[src/rtl/dc_offset_ctrl.sv]
// Windowed DC-offset loop controller: counts symbol windows, captures the accumulated
// error, and integrates the gain-scaled mean error into a saturating 18-bit offset.
`ifndef LFSR_LEN
`define LFSR_LEN 4
`endif

module dc_offset_ctrl #(
    parameter int WIN_LOG2 = `LFSR_LEN,
    parameter int MU_SHIFT = 4,
    parameter int ACC_LAT  = 1,
    parameter int ACC_W    = 39
) (
    input  logic                    clk,
    input  logic                    reset,
    input  logic                    clk_en,
    input  logic                    enable,
    input  logic signed [ACC_W-1:0] acc_in,
    output logic                    acc_clr,
    output logic signed [17:0]      dc_offset,
    output logic                    dc_valid,
    output logic [15:0]             win_cnt
);

    localparam int N       = 1 << WIN_LOG2;
    localparam int WIN_END = N + ACC_LAT;
    localparam int CNT_W   = $clog2(WIN_END + 1);

    localparam logic signed [ACC_W-1:0] MEAN_MAX = ACC_W'(131071);
    localparam logic signed [ACC_W-1:0] MEAN_MIN = ACC_W'(-131072);
    localparam logic signed [17:0]      DC_MAX   = 18'sh1FFFF;
    localparam logic signed [17:0]      DC_MIN   = 18'sh20000;

    typedef enum logic [2:0] {
        IDLE,
        CLEAR,
        ACCUM,
        CAPTURE,
        UPDATE
    } state_t;

    state_t                    state_q,     state_d;
    logic [CNT_W-1:0]          sym_cnt_q,   sym_cnt_d;
    logic signed [ACC_W-1:0]   acc_q,       acc_d;
    logic signed [17:0]        dc_offset_q, dc_offset_d;
    logic                      dc_valid_q,  dc_valid_d;
    logic                      acc_clr_q,   acc_clr_d;
    logic [15:0]               win_cnt_q,   win_cnt_d;

    logic signed [ACC_W-1:0]   mean_full;
    logic signed [17:0]        mean_sat;
    logic signed [17:0]        step;
    logic signed [18:0]        sum_ext;
    logic signed [17:0]        dc_next;

    always_comb begin
        mean_full = acc_q >>> WIN_LOG2;
        if (mean_full > MEAN_MAX) begin
            mean_sat = DC_MAX;
        end else if (mean_full < MEAN_MIN) begin
            mean_sat = DC_MIN;
        end else begin
            mean_sat = mean_full[17:0];
        end
        step    = mean_sat >>> MU_SHIFT;
        sum_ext = {dc_offset_q[17], dc_offset_q} + {step[17], step};
        if (sum_ext[18] != sum_ext[17]) begin
            dc_next = sum_ext[18] ? DC_MIN : DC_MAX;
        end else begin
            dc_next = sum_ext[17:0];
        end
    end

    // The cycle in which acc_clr is high is still a clear cycle for the accumulator,
    // so strobes landing there are not counted either.
    always_comb begin
        state_d     = state_q;
        sym_cnt_d   = sym_cnt_q;
        acc_d       = acc_q;
        dc_offset_d = dc_offset_q;
        dc_valid_d  = 1'b0;
        acc_clr_d   = 1'b0;
        win_cnt_d   = win_cnt_q;

        if (state_q != IDLE && !enable) begin
            state_d   = IDLE;
            sym_cnt_d = '0;
            acc_clr_d = !acc_clr_q;
        end else begin
            case (state_q)
                IDLE: begin
                    if (enable) begin
                        state_d = CLEAR;
                    end
                end
                CLEAR: begin
                    acc_clr_d = 1'b1;
                    sym_cnt_d = '0;
                    state_d   = ACCUM;
                end
                ACCUM: begin
                    if (clk_en && !acc_clr_q) begin
                        sym_cnt_d = sym_cnt_q + CNT_W'(1);
                        if (sym_cnt_q == CNT_W'(WIN_END - 1)) begin
                            state_d = CAPTURE;
                        end
                    end
                end
                CAPTURE: begin
                    acc_d   = acc_in;
                    state_d = UPDATE;
                end
                UPDATE: begin
                    dc_offset_d = dc_next;
                    dc_valid_d  = 1'b1;
                    win_cnt_d   = win_cnt_q + 16'd1;
                    state_d     = CLEAR;
                end
                default: begin
                    state_d = IDLE;
                end
            endcase
        end
    end

    always_ff @(posedge clk or posedge reset) begin
        if (reset) begin
            state_q     <= IDLE;
            sym_cnt_q   <= '0;
            acc_q       <= '0;
            dc_offset_q <= '0;
            dc_valid_q  <= 1'b0;
            acc_clr_q   <= 1'b0;
            win_cnt_q   <= '0;
        end else begin
            state_q     <= state_d;
            sym_cnt_q   <= sym_cnt_d;
            acc_q       <= acc_d;
            dc_offset_q <= dc_offset_d;
            dc_valid_q  <= dc_valid_d;
            acc_clr_q   <= acc_clr_d;
            win_cnt_q   <= win_cnt_d;
        end
    end

    assign acc_clr   = acc_clr_q;
    assign dc_offset = dc_offset_q;
    assign dc_valid  = dc_valid_q;
    assign win_cnt   = win_cnt_q;

endmodule
[config.mk]
export PLATFORM = sky130hd
export DESIGN_NAME = dc_offset_ctrl
export DESIGN_NICKNAME = d
export VERILOG_FILES = /design/src/rtl/dc_offset_ctrl.sv
export SDC_FILE = /design/constraint.sdc
export NUM_CORES = 1
export LEC_CHECK = 0
export CAP_MARGIN = 40
export CORE_ASPECT_RATIO = 0.7
export CORE_MARGIN = 5
export CORE_UTILIZATION = 30
export CTS_BUF_LIST = sky130_fd_sc_hd__clkbuf_2 sky130_fd_sc_hd__clkbuf_4 sky130_fd_sc_hd__clkbuf_8
export DETAILED_ROUTE_END_ITERATION = 8
export PLACE_DENSITY = 0.48
export SLEW_MARGIN = 10
export SYNTH_ARGS = -nofsm -noshare
export SYNTH_HDL_FRONTEND = slang
export SYNTH_SLANG_ARGS = --single-unit
[constraint.sdc]
create_clock -name clk -period 8.8 [get_ports clk]
set_clock_uncertainty 0.2 [all_clocks]
set_input_delay 1.76 -clock clk [delete_from_list [all_inputs] [get_ports clk]]
set_output_delay 1.76 -clock clk [all_outputs]
set_load 0.05 [all_outputs]
==> results.ini, run 1 <==
[grt]
gr-total-overflow=0
grt_util_all_layers_pct=12.93
grt_pass1_vias=3532
antenna_found_initial=0
grt_max_degree=43
grt_pass1_wl_microns=17990

[layout]
multi_input_area_sq_um=2359
postLayoutCellArea_sq_um=5514
layout_common_cells=155 x nand2_1, 75 x dfrtp_1, 70 x clkdlybuf4s50_1
final_common_cell=nand2_1
fin_util_pct=37.81
antenna_cells=0
regArea_sq_um=1877
n_fill_cell=1476
drive_gt1_share_pct=9.028
area_growth_pct=24.95
nNetsFinal=636

[die]
initial_core_util_pct=30.26
die_h_microns=111.5
rows=37
pin_count=79
core_area_sq_um=14580
fp.dieW_microns=155.0
die-area_sq_um=17270

[clock_network]
clock_path_buffers=2
root_buffer=clkbuf_8
clock_latency_ns=0.35
clk_transition_reported_paths_ns=0.09
clkSinkCount=75
cts.repair.resized=0
cts_tree=built
cts-htree-levels=3
cts_hold_buf=0
numCtsBuffers=9
cts_setup_buffers=0

[logic_synthesis]
synth-edff-count=0
syn-num-nets=572
synth_warnings=0
netlist_instances=507
synthDistinctLibCells=67
synth_area_sq_um=4413
ys_seq_area_share_pct=42.53
async_flop_share_pct=100.0
ys_seq_elements=75
syn_avg_cell_area_sq_um=8.704
synth_flop_cell=dfrtp_1

[sta]
tightest_slew_ns=0.8597
setup_viol=0
fin_crit_sh_pct=50.43
slew_headroom_pct=42.42
hold_violations=0
setup_ws_ns=4.362
post-route-min-period_ns=4.438
max_freq_ghz=0.2253
rsz0062_at_grt=no
fin_tns_setup_ns=0
slew_violations=0

[setup_path]
crit_fanout=13
path_class=reg -> reg
required_ns=8.88
end_kind=flop
startpoint_type=flop
worstReg2RegEnd=dc_offset[8]
worst_r2r_path_depth=16
r2r_slack_ns=4.36
r2r_start=acc_q[33]
arrival_ns=4.52

[outcome]
outcome=completed

[power_and_ir_drop]
powerDensity_nw_per_um2=370.0
leakagePower_nw=2.474
ir_drop_uv=119.6
p_total_mw=2.040

[run]
max_cap_violations=0

[placement]
hpwl_microns=8132
dpl_worst_slack_ns=4.350
postPlaceCellArea_sq_um=5314
portBuffers=70
routabilityCongestion=0.8297

[hold_path]
hold_path_class=reg -> reg
hold_end=acc_q[19]
hp-start=acc_q[19]
min_path_cells=2

[detailed_routing]
routed_wl_microns=10980
drtIter0Drc=162
routedWlPerCell_microns=14.24
viasPerCell=4.713
num_vias=3634
ant_nets=0
drtPass1Iterations=4
drc=0

## worst max-delay path, cell delays in order (launching register included)
cell and delay [ns]:
dfrtp_1 0.38, nand4_1 0.14, nor4_1 0.29, a41o_1 0.48, nand2_1 0.10, nand2_1 0.09, ha_1 0.16, inv_1 0.05
fa_1 0.41, nor2b_1 0.17, o2111ai_1 0.18, a31oi_2 0.29, o311ai_1 0.17, a31oi_1 0.74, buf_4 0.28, a21oi_1 0.07
o21ai_1 0.15
## stage by stage
step           instances  hold WS, ns
5_1_grt              771       0.3129
2_1_floorplan        507       0.2455
6_report             771       0.2801
3_3_place_gp         753       0.2619
4_1_cts              771       0.2869
3_5_place_dp         755       0.2641
## routing by layer
layer	share of wire [%]	global-route usage, %	up-vias	wire length, microns
met2	44	19.97	67	4842
met4	0.83	2.647	0	91
met5	0	0	-	0
met3	4.9	3.691	8	535
met1	50	18.11	1701	5509
li1	-	-	1858	-
## cell type report
cell class,instances,share of cell area [%]
clock buffers,9,2.246
well taps,195,4.425
clock inverters,7,1.384
repair buffers,75,13.75
inverters,20,1.384
flip-flops and latches,75,34.04
multi-input cells,390,42.77
## cell families after synthesis
family          count (synthesis)  share of synthesized area, %
fa+ha+maj                      27                         7.683
simple gates                  231                         23.53
buf+inv                        42                         4.196
mux                             2                        0.4820
xor+xnor                       32                         6.947
flops                          75                         42.53
compound gates                 98                         14.63
## worst max path at each step
stage               from            end
3_5_place_dp      enable    win_cnt[12]
4_1_cts        acc_q[31]  dc_offset[12]
6_report       acc_q[33]   dc_offset[8]
5_1_grt        acc_q[31]  dc_offset[12]
3_3_place_gp   acc_q[31]   dc_offset[7]
2_1_floorplan      reset        acc_clr
## Yosys cell counts (5+ instances only)
master	count	share of area (%)
dfrtp_1	75	43
xor2_1	5	0.99
a21oi_1	24	2.7
clkbuf_1	10	0.85
maj3_2	5	1.3
nor4_1	5	0.71
xnor2_1	25	5.0
nor2_1	15	1.3
ha_1	21	6.0
nor3_1	5	0.57
a31oi_1	5	0.71
nand3_1	18	2.0
o21ai_0	20	2.3
buf_2	6	0.68
nand2_1	155	13
nand4_1	10	1.4
inv_1	15	1.3
o21ai_1	15	1.7
## registers in the layout (all words and copies together), names as in the netlist
register,cells
acc_q,31
dc_offset,18
win_cnt,16
sym_cnt_q,5
state_q,3
acc_clr,1
dc_valid,1
## power breakdown
part | internal (mW) | total, mW | switching [mW] | leakage, nW
Clock | 0.132 | 0.271 | 0.139 | 0.0958
Sequential | 0.443 | 0.530 | 0.0871 | 0.989
Combinational | 0.485 | 1.24 | 0.754 | 1.39
Note: power is estimated with default switching activity, not from simulation.
==> run 2, diff against run 1 <==
Settings changed: PLACE_DENSITY 0.48 to 0.5.
Clock period 8.8 ns to 4 ns, I/O delays scaled along.
==> run 2 against run 1 <==
Compared with the run above:
- non-clock buffer count increased by 15
- first-iteration DRC count is 9.3% higher
- sequential share of layout area is 1.6 points lower
- global-route usage hardly changed
- cell area up 4.9%
- critical path depth shrank 1
- critical endpoint is now dc_offset[13]
==> results.ini, run 2 (synthesized netlist as in run 1, its figures left out) <==
[outcome]
outcome=completed

[layout]
largest_reg_flops=31  ; unchanged
regMostFlops=acc_q
drive_gt1_share_pct=13.54  ; +4.5 points
final_common_cell=nand2_1
layout_common_cells=155 x nand2_1, 75 x dfrtp_1, 70 x clkdlybuf4s50_1
nNetsFinal=651  ; +2.4%
fin_util_pct=39.65  ; +1.8 points
antenna_cells=0  ; unchanged
area_growth_pct=31.02

[setup_path]
critPathSlowestCell=dfrtp_1
end_kind=flop
crit_family=compound AO/OA/AOI/OAI gates
startpoint_type=flop
crit_fanout=11  ; -2
path_class=reg -> reg
required_ns=4.08  ; -4.80 ns
arrival_ns=3.89  ; -0.63 ns
r2r_start=acc_q[31]
crit_buf_inv=3  ; +1
crit_chain=nor4_2 -> nand4_1 -> o41ai_2 -> buf_4 -> nand2_1 -> ha_1 -> buf_4 -> nand2_1 -> o21ai_0 -> a221oi_2 -> o21ai_4 -> xnor2_4 -> buf_4 -> maj3_2 -> o21ai_1
slowest_delay_ns=0.42  ; -0.32 ns
startpoint=acc_q[31]
crit_path_frequent_cell=buf_4

[detailed_routing]
wl_met3_microns=571  ; +6.7%
wl_met1_microns=5912  ; +7.3%
drc=0  ; unchanged
ant_nets=0  ; unchanged
drtPass1Iterations=4  ; unchanged
routed_wl_microns=11040  ; +0.52%
viasPerCell=4.719  ; +0.12%
num_vias=3709  ; +2.1%
routedWlPerCell_microns=14.04  ; -1.4%
highest_layer=met4
drtIter0Drc=177  ; +9.3%
met2_length_microns=4428  ; -8.6%

[die]
initial_core_util_pct=30.26  ; unchanged
pin_count=79  ; unchanged
die_h_microns=111.5  ; unchanged
fp.dieW_microns=155.0  ; unchanged
rows=37  ; unchanged
die-area_sq_um=17270  ; unchanged
core_area_sq_um=14580  ; unchanged

[grt]
grt_max_degree=44  ; +2.3%
grt_pass1_wl_microns=18080  ; +0.50%
gr-total-overflow=0  ; unchanged
grt_util_all_layers_pct=12.90  ; -0.023 points
antenna_found_initial=0  ; unchanged
grt_pass1_vias=3475  ; -1.6%

[run]
max_cap_violations=0  ; unchanged

[placement]
portBuffers=70  ; unchanged
routabilityCongestion=0.8798  ; +6.0%
hpwl_microns=8257  ; +1.5%

[clock_network]
cts_hold_buf=0  ; unchanged
numCtsBuffers=9  ; unchanged
clock_latency_ns=0.36  ; about the same
cts_tree=built
cts-htree-levels=3  ; unchanged
root_buffer=clkbuf_8
clk_transition_reported_paths_ns=0.09  ; about the same
clkSinkCount=75  ; unchanged
clock_path_buffers=2  ; unchanged

[sta]
slew_violations=0  ; unchanged
fin_crit_sh_pct=95.26  ; +45 points
max_freq_ghz=0.2624  ; +16%
slew_headroom_pct=63.24  ; +21 points
rsz0062_at_grt=yes
hold_violations=0  ; unchanged
setup_viol=0  ; unchanged
post-route-min-period_ns=3.810  ; -0.6275 ns
tightest_slew_ns=0.5497  ; -0.3100 ns

[hold_path]
hp-start=win_cnt[15]
hold_path_class=reg -> reg

[power_and_ir_drop]
ir_drop_uv=302.9  ; +150%
p_total_mw=4.903  ; +140%
powerDensity_nw_per_um2=848.0  ; +130%
leakagePower_nw=2.572  ; +3.9%

==> run 2: changes by cell type in the layout (fill, tap and decap cells not counted), sizes merged <==
cell | previous run | this run
buf | 5 | 20
bufinv | 1 | 3
clkinv | 4 | 3
clkinvlp | 2 | 1
==> run 2: area by class of cell <==
class                   count  area (sq um)
flip-flops and latches     75          1877
multi-input cells         390          2466
clock inverters             7         123.9
inverters                  20         76.32
fillers                  1475          8801
well taps                 195         244.0
clock buffers               9         123.9
repair buffers             90         870.8
==> run 2: path summary, 6_finish.rpt <==
check	end	slack [ns]	depth (start not counted)
max in group asynchronous	dc_offset[5]	2.35	4
min in group asynchronous	win_cnt[12]	0.66	3
setup / recovery	dc_offset[13]	0.19	15
hold reg to reg	win_cnt[15]	0.28	1
setup reg to reg	dc_offset[13]	0.19	15
hold / removal	win_cnt[15]	0.28	1
==> run 2: through the flow <==
stage	std cells	cell area (sq um)	setup WS [ns]	TNS, ns	hold WS [ns]
3_3_place_gp	765	5369	0.05419	0	0.2596
6_report	786	5782	0.1896	0	0.2796
2_1_floorplan	507	4413	0.3263	0	0.2455
5_1_grt	786	5782	-0.003581	-0.006699	0.2979
4_1_cts	782	5653	0.003324	0	0.2828
3_5_place_dp	766	5396	-0.01496	-0.01496	0.2624
==> run 2: power breakdown <==
| part | switching, mW | leakage (nW) | internal (mW) | total (mW) |
|---|---|---|---|---|
| sequential | 0.185 | 0.989 | 0.975 | 1.16 |
| clock | 0.306 | 0.120 | 0.419 | 0.724 |
| combinational | 1.75 | 1.46 | 1.27 | 3.02 |
| total | 2.24 | 2.57 | 2.66 | 4.90 |
==> run 2: per-layer routing <==
metal	up-vias	global-route usage, %
met5	-	0
met4	0	2.765
met3	15	3.768
met2	75	17.51
met1	1726	20.00
li1	1893	-
==> run 2: timing repair <==
action | CTS | global route
setup buffers | 0 | 4
setup endpoints to repair | 2 | 18
gates resized for setup | 2 | 17
hold endpoints to repair | 0 | 0
pin swaps | 1 | 8
==> run 2: worst reg2reg max path, delay by kind of cell, from the launching register on <==
family	cells	cell delay, ns
compound gates	5	1.06
simple gates	4	0.70
fa+ha+maj	2	0.59
buf+inv	3	0.57
flops	1	0.42
xor+xnor	1	0.20
